`config.mk`:
```
export PLATFORM = sky130hd
export DESIGN_NAME = port_filter
export DESIGN_NICKNAME = d
export VERILOG_FILES = /design/src/rtl/port_filter.sv
export SDC_FILE = /design/constraint.sdc
export NUM_CORES = 1
export LEC_CHECK = 0
export ABC_CLOCK_PERIOD_IN_PS = 4150
export BUFFER_PORTS_ARGS = -buffer_cell sky130_fd_sc_hd__buf_2
export CORE_ASPECT_RATIO = 1.5
export CORE_MARGIN = 1.5
export CORE_UTILIZATION = 45
export DETAILED_ROUTE_END_ITERATION = 6
export GPL_ROUTABILITY_DRIVEN = 0
export GPL_TIMING_DRIVEN = 1
export PLACE_DENSITY = 0.71
export SETUP_SLACK_MARGIN = 0.1
export SLEW_MARGIN = 20
export SYNTH_ARGS = -nofsm -noshare
export SYNTH_HDL_FRONTEND = slang
export SYNTH_SLANG_ARGS = --single-unit
```
`constraint.sdc`:
```
create_clock -name clk -period 4.15 [get_ports clk]
set_input_delay 0.83 -clock clk [delete_from_list [all_inputs] [get_ports clk]]
set_output_delay 0.83 -clock clk [all_outputs]
set_load 0.05 [all_outputs]
```
`src/rtl/port_filter.sv`:
```
// port_filter: input conditioning in front of the MCU core.
// 17 raw pins (ports A-D plus the active-low interrupt pin) are synchronised
// and then debounced on a shared sample tick. The outputs are clean levels
// plus a one-clock change pulse for the port bits.
// Optional feature macro: PORT_FILTER_INT_EN. When it is defined, any filtered
// change on port A also drives _INT low for INT_PULSE clocks.
module port_filter #(
    parameter int DIV       = 64,
    parameter int DEB       = 4,
    parameter int INT_PULSE = 8
) (
    input  logic       clk,
    input  logic       reset,
    input  logic [3:0] raw_a,
    input  logic [3:0] raw_b,
    input  logic [3:0] raw_c,
    input  logic [3:0] raw_d,
    input  logic       raw_int_n,
    output logic [3:0] prtAI,
    output logic [3:0] prtBI,
    output logic [3:0] prtCI,
    output logic [3:0] prtDI,
    output logic       _INT,
    output logic       chg
);
    localparam int NB = 17;            // 16 port bits + interrupt bit
    localparam int DW = $clog2(DIV);
    localparam int CW = $clog2(DEB);

    logic [NB-1:0]         raw_w, s1_q, s2_q, filt_q, filt_d;
    logic [NB-1:0][CW-1:0] cnt_q, cnt_d;
    logic [DW-1:0]         div_q;
    logic                  tick;
    logic [15:0]           prev_q;
    logic                  chg_q;

    // Bit layout: [3:0]=A, [7:4]=B, [11:8]=C, [15:12]=D, [16]=interrupt.
    assign raw_w = {raw_int_n, raw_d, raw_c, raw_b, raw_a};

    // Two-flop synchroniser; resets high to match pulled-up idle pins.
    always_ff @(posedge clk or negedge reset) begin
        if (!reset) begin
            s1_q <= '1;
            s2_q <= '1;
        end else begin
            s1_q <= raw_w;
            s2_q <= s1_q;
        end
    end

    // Shared sample-tick divider. The first tick comes DIV clocks after reset.
    always_ff @(posedge clk or negedge reset) begin
        if (!reset) div_q <= '0;
        else        div_q <= tick ? '0 : div_q + 1'b1;
    end

    assign tick = (div_q == DW'(DIV - 1));

    // Per-bit debounce. A new level is accepted only after DEB consecutive
    // disagreeing ticks. Any agreeing tick restarts the count.
    always_comb begin
        filt_d = filt_q;
        cnt_d  = cnt_q;
        if (tick) begin
            for (int b = 0; b < NB; b++) begin
                if (s2_q[b] == filt_q[b]) begin
                    cnt_d[b] = '0;
                end else if (cnt_q[b] == CW'(DEB - 1)) begin
                    filt_d[b] = s2_q[b];
                    cnt_d[b]  = '0;
                end else begin
                    cnt_d[b] = cnt_q[b] + 1'b1;
                end
            end
        end
    end

    // Filter state, and a change pulse raised one clock after a port update.
    always_ff @(posedge clk or negedge reset) begin
        if (!reset) begin
            cnt_q  <= '0;
            filt_q <= '1;
            prev_q <= '1;
            chg_q  <= 1'b0;
        end else begin
            cnt_q  <= cnt_d;
            filt_q <= filt_d;
            prev_q <= filt_q[15:0];
            chg_q  <= |(filt_q[15:0] ^ prev_q);
        end
    end

    assign prtAI = filt_q[3:0];
    assign prtBI = filt_q[7:4];
    assign prtCI = filt_q[11:8];
    assign prtDI = filt_q[15:12];
    assign chg   = chg_q;

`ifdef PORT_FILTER_INT_EN
    localparam int PW = $clog2(INT_PULSE + 1);

    logic [PW-1:0] pls_q, pls_d;
    logic          a_upd;
    logic          int_q;

    // A port-A update (re)loads the pulse at full width on the same edge.
    always_comb begin
        a_upd = (filt_d[3:0] != filt_q[3:0]);
        pls_d = pls_q;
        if (a_upd)              pls_d = PW'(INT_PULSE);
        else if (pls_q != '0)   pls_d = pls_q - 1'b1;
    end

    // Registered _INT: the filtered pin, forced low while a pulse is active.
    always_ff @(posedge clk or negedge reset) begin
        if (!reset) begin
            pls_q <= '0;
            int_q <= 1'b1;
        end else begin
            pls_q <= pls_d;
            int_q <= filt_d[16] & (pls_d == '0);
        end
    end

    assign _INT = int_q;
`else
    // Without the merge, INT_PULSE has no hardware behind it.
    logic unused_int_pulse;
    assign unused_int_pulse = (INT_PULSE > 0);
    assign _INT = filt_q[16];
`endif

endmodule

```
==> reports/metrics.yaml <==
period_share_pct: 54.04
ff_latch_area_sq_um: 2786
synth_top_family_by_area: "compound AO/OA/AOI/OAI gates"
hp-class: "flop to flop"
drive_above_1_share_pct: 33.58
diodes: 0
cp.arrival_ns: 2.51
fillCellCount: 850
fmax_mhz: 445.9
avgSynthCellArea_sq_um: 12.19
met2_usage_pct: 23.67
postRouteWirelength_microns: 7280
synth_area_sq_um: 4498
hold_violations: 0
clkTransAtPathRegs_ns: 0.07
die-area_sq_um: 10620
grt_max_degree: 82
tns_ns: 0
antenna_found_initial: 0
pre_cts_slack_ns: 1.817
vias: 2699
numClockSinks: 108
ant_nets: 0
final_common_cell: "dfstp_2"
period_needed_ns: 2.243
initial_core_util_pct: 46.42
ctsResizeCount: 0
synthToLayoutAreaGrowth_pct: 13.30
htreeDepth: 3
drcViolationCount: 0
status: "completed"
post_drt_wl_per_cell_microns: 14.00
fp.dieW_microns: 84.63
grt-ovfl-total: 0
crit_type: "flop to flop"
critPathCaptureType: "flop"
syn_inst: 369
p_per_area_nw_per_um2: 402.5
grt_setup_unrepaired: "false"
multi_input_area_sq_um: 1599
skew_ns: 0.007746
max-vdd-ir-drop_mv: 0.2553
core_sq_um: 9689
tritoncts: "built"
grt_use_met1_pct: 19.31
numCtsBuffers: 9
critPathLaunchType: "flop"
slew_headroom_pct: 38.75
synth_compound_area_share_pct: 9.847
busiest_layer: "met2"
use_met3_pct: 4.158
synthMuxAreaShare_pct: 4.256
drv_slew: 0
synth_adder_area_share_pct: 5.007
setup_viol: 0
root_buffer: "clkbuf_16"
power_leakage_nw: 2.391
synth_xor_area_share_pct: 7.010
yosys_warnings: 0
ys_seq_elements: 108
die_h_microns: 125.5
hold-path-cell-count: 0
maxCapViolations: 0
cts_max_path_buffers: 2
fin_nets: 437
viasPerCell: 5.190
ys_seq_area_share_pct: 61.95
syn-num-nets: 406
io_buffers: 36
rows: 44
grt.total_usage_pct: 15.12
hpwl_microns: 4721
synth.distinct_cells: 21
drtIter0Drc: 188
setup_slack_ns: 1.907
grt_pass1_wl_microns: 12630
clk_latency_ns: 0.35
crit_path_max_fanout: 56
rr_worst_depth: 4
worst_pin_slew_ns: 0.9176
holdBufCountCts: 0
io_pins: 37
grt_pass1_vias: 2698
yosys.area_share.simple_pct: 9.263
cts_setup_buffers: 0
drt_pass1_iterations: 5
required_ns: 4.42
layout_common_cells: "dfstp_2, dfrtp_1, nor2_1"
[critical path, cell delays in order (launching register included)]
cell and delay, ns:
dfrtp_1 0.42, nand3_2 0.72, buf_4 0.53, nor2_1 0.15, mux2_2 0.34
[worst paths after layout]
kind                       startpoint        end  slack (ns)
setup / recovery             div_q[2]  filt_q[6]        1.91
hold / removal               s1_q[14]   s2_q[14]        0.35
setup reg to reg             div_q[2]  filt_q[6]        1.91
hold reg to reg              s1_q[14]   s2_q[14]        0.35
max in group asynchronous       reset  prev_q[9]        2.76
min in group asynchronous       reset  cnt_q[17]        0.36
[metal layers]
layer  part of all wire, %  vias up
met5                     0        -
met4                   2.6        0
met3                   3.3       14
met2                    50       38
met1                    44     1310
li1                      -     1337
[Yosys cell counts, drive strengths merged]
library cell  instances  area share, %
dfstp                67             39
dfrtp                41             23
nor2                 37            3.1
nand2                36            3.0
o21ai                35            3.9
o31ai                35            5.8
xor2                 35            6.8
nand3                20            2.3
ha                   18            5.0
mux2                 17            4.3
clkbuf               11           0.92
buf                   9            1.8
nor4                  4           0.56
a21oi                 1           0.11
nand4                 1           0.14
nor2b                 1           0.14
xnor2                 1           0.19
[layout make-up]
class	count	share of cell area, %
multi-input combinational	241	31.38
sequential	108	54.68
tap	115	2.823
clock buffer	14	5.794
timing repair buffer	40	4.567
clock inverter	2	0.7611
[kinds of logic (layout without fill, tap and decap cells)]
group	count (synthesis)	count (layout)
muxes	17	17
adders and majority gates	18	18
DFF	108	108
xor gates and xnor gates	36	36
and+or+nand+nor	99	99
AOI/OAI and AO/OA	71	71
buffers and inverters	20	56
[report_power, final]
part	total (W)	leakage, nW	switching [W]	internal, W
sequential	0.00109	1.26	0.00000814	0.00108
clock	0.000916	0.164	0.000361	0.000555
combinational	0.0000431	0.970	0.0000291	0.0000140
total	0.00205	2.39	0.000398	0.00165
[registers in the layout (all words and copies together) (netlist names)]
name / cells
chg: 1
cnt_q: 34
div_q: 6
filt_q: 17
prev_q: 16
s1_q: 17
s2_q: 17
[per-stage QoR]
step                      hold WS (ns)  utilization, %  area, sq um  std cells  power (W)
after global placement          0.3461           48.81         4730        503   0.001150
after global routing            0.3573           52.60         5096        520   0.002123
after floorplan                 0.3452               -         4498        369   0.001117
after CTS                       0.3525           52.26         5064        519   0.002080
final                           0.3498           52.60         5096        520   0.002051
after detailed placement        0.3473           48.81         4730        503   0.001152
(Power assumes the default switching activity.)
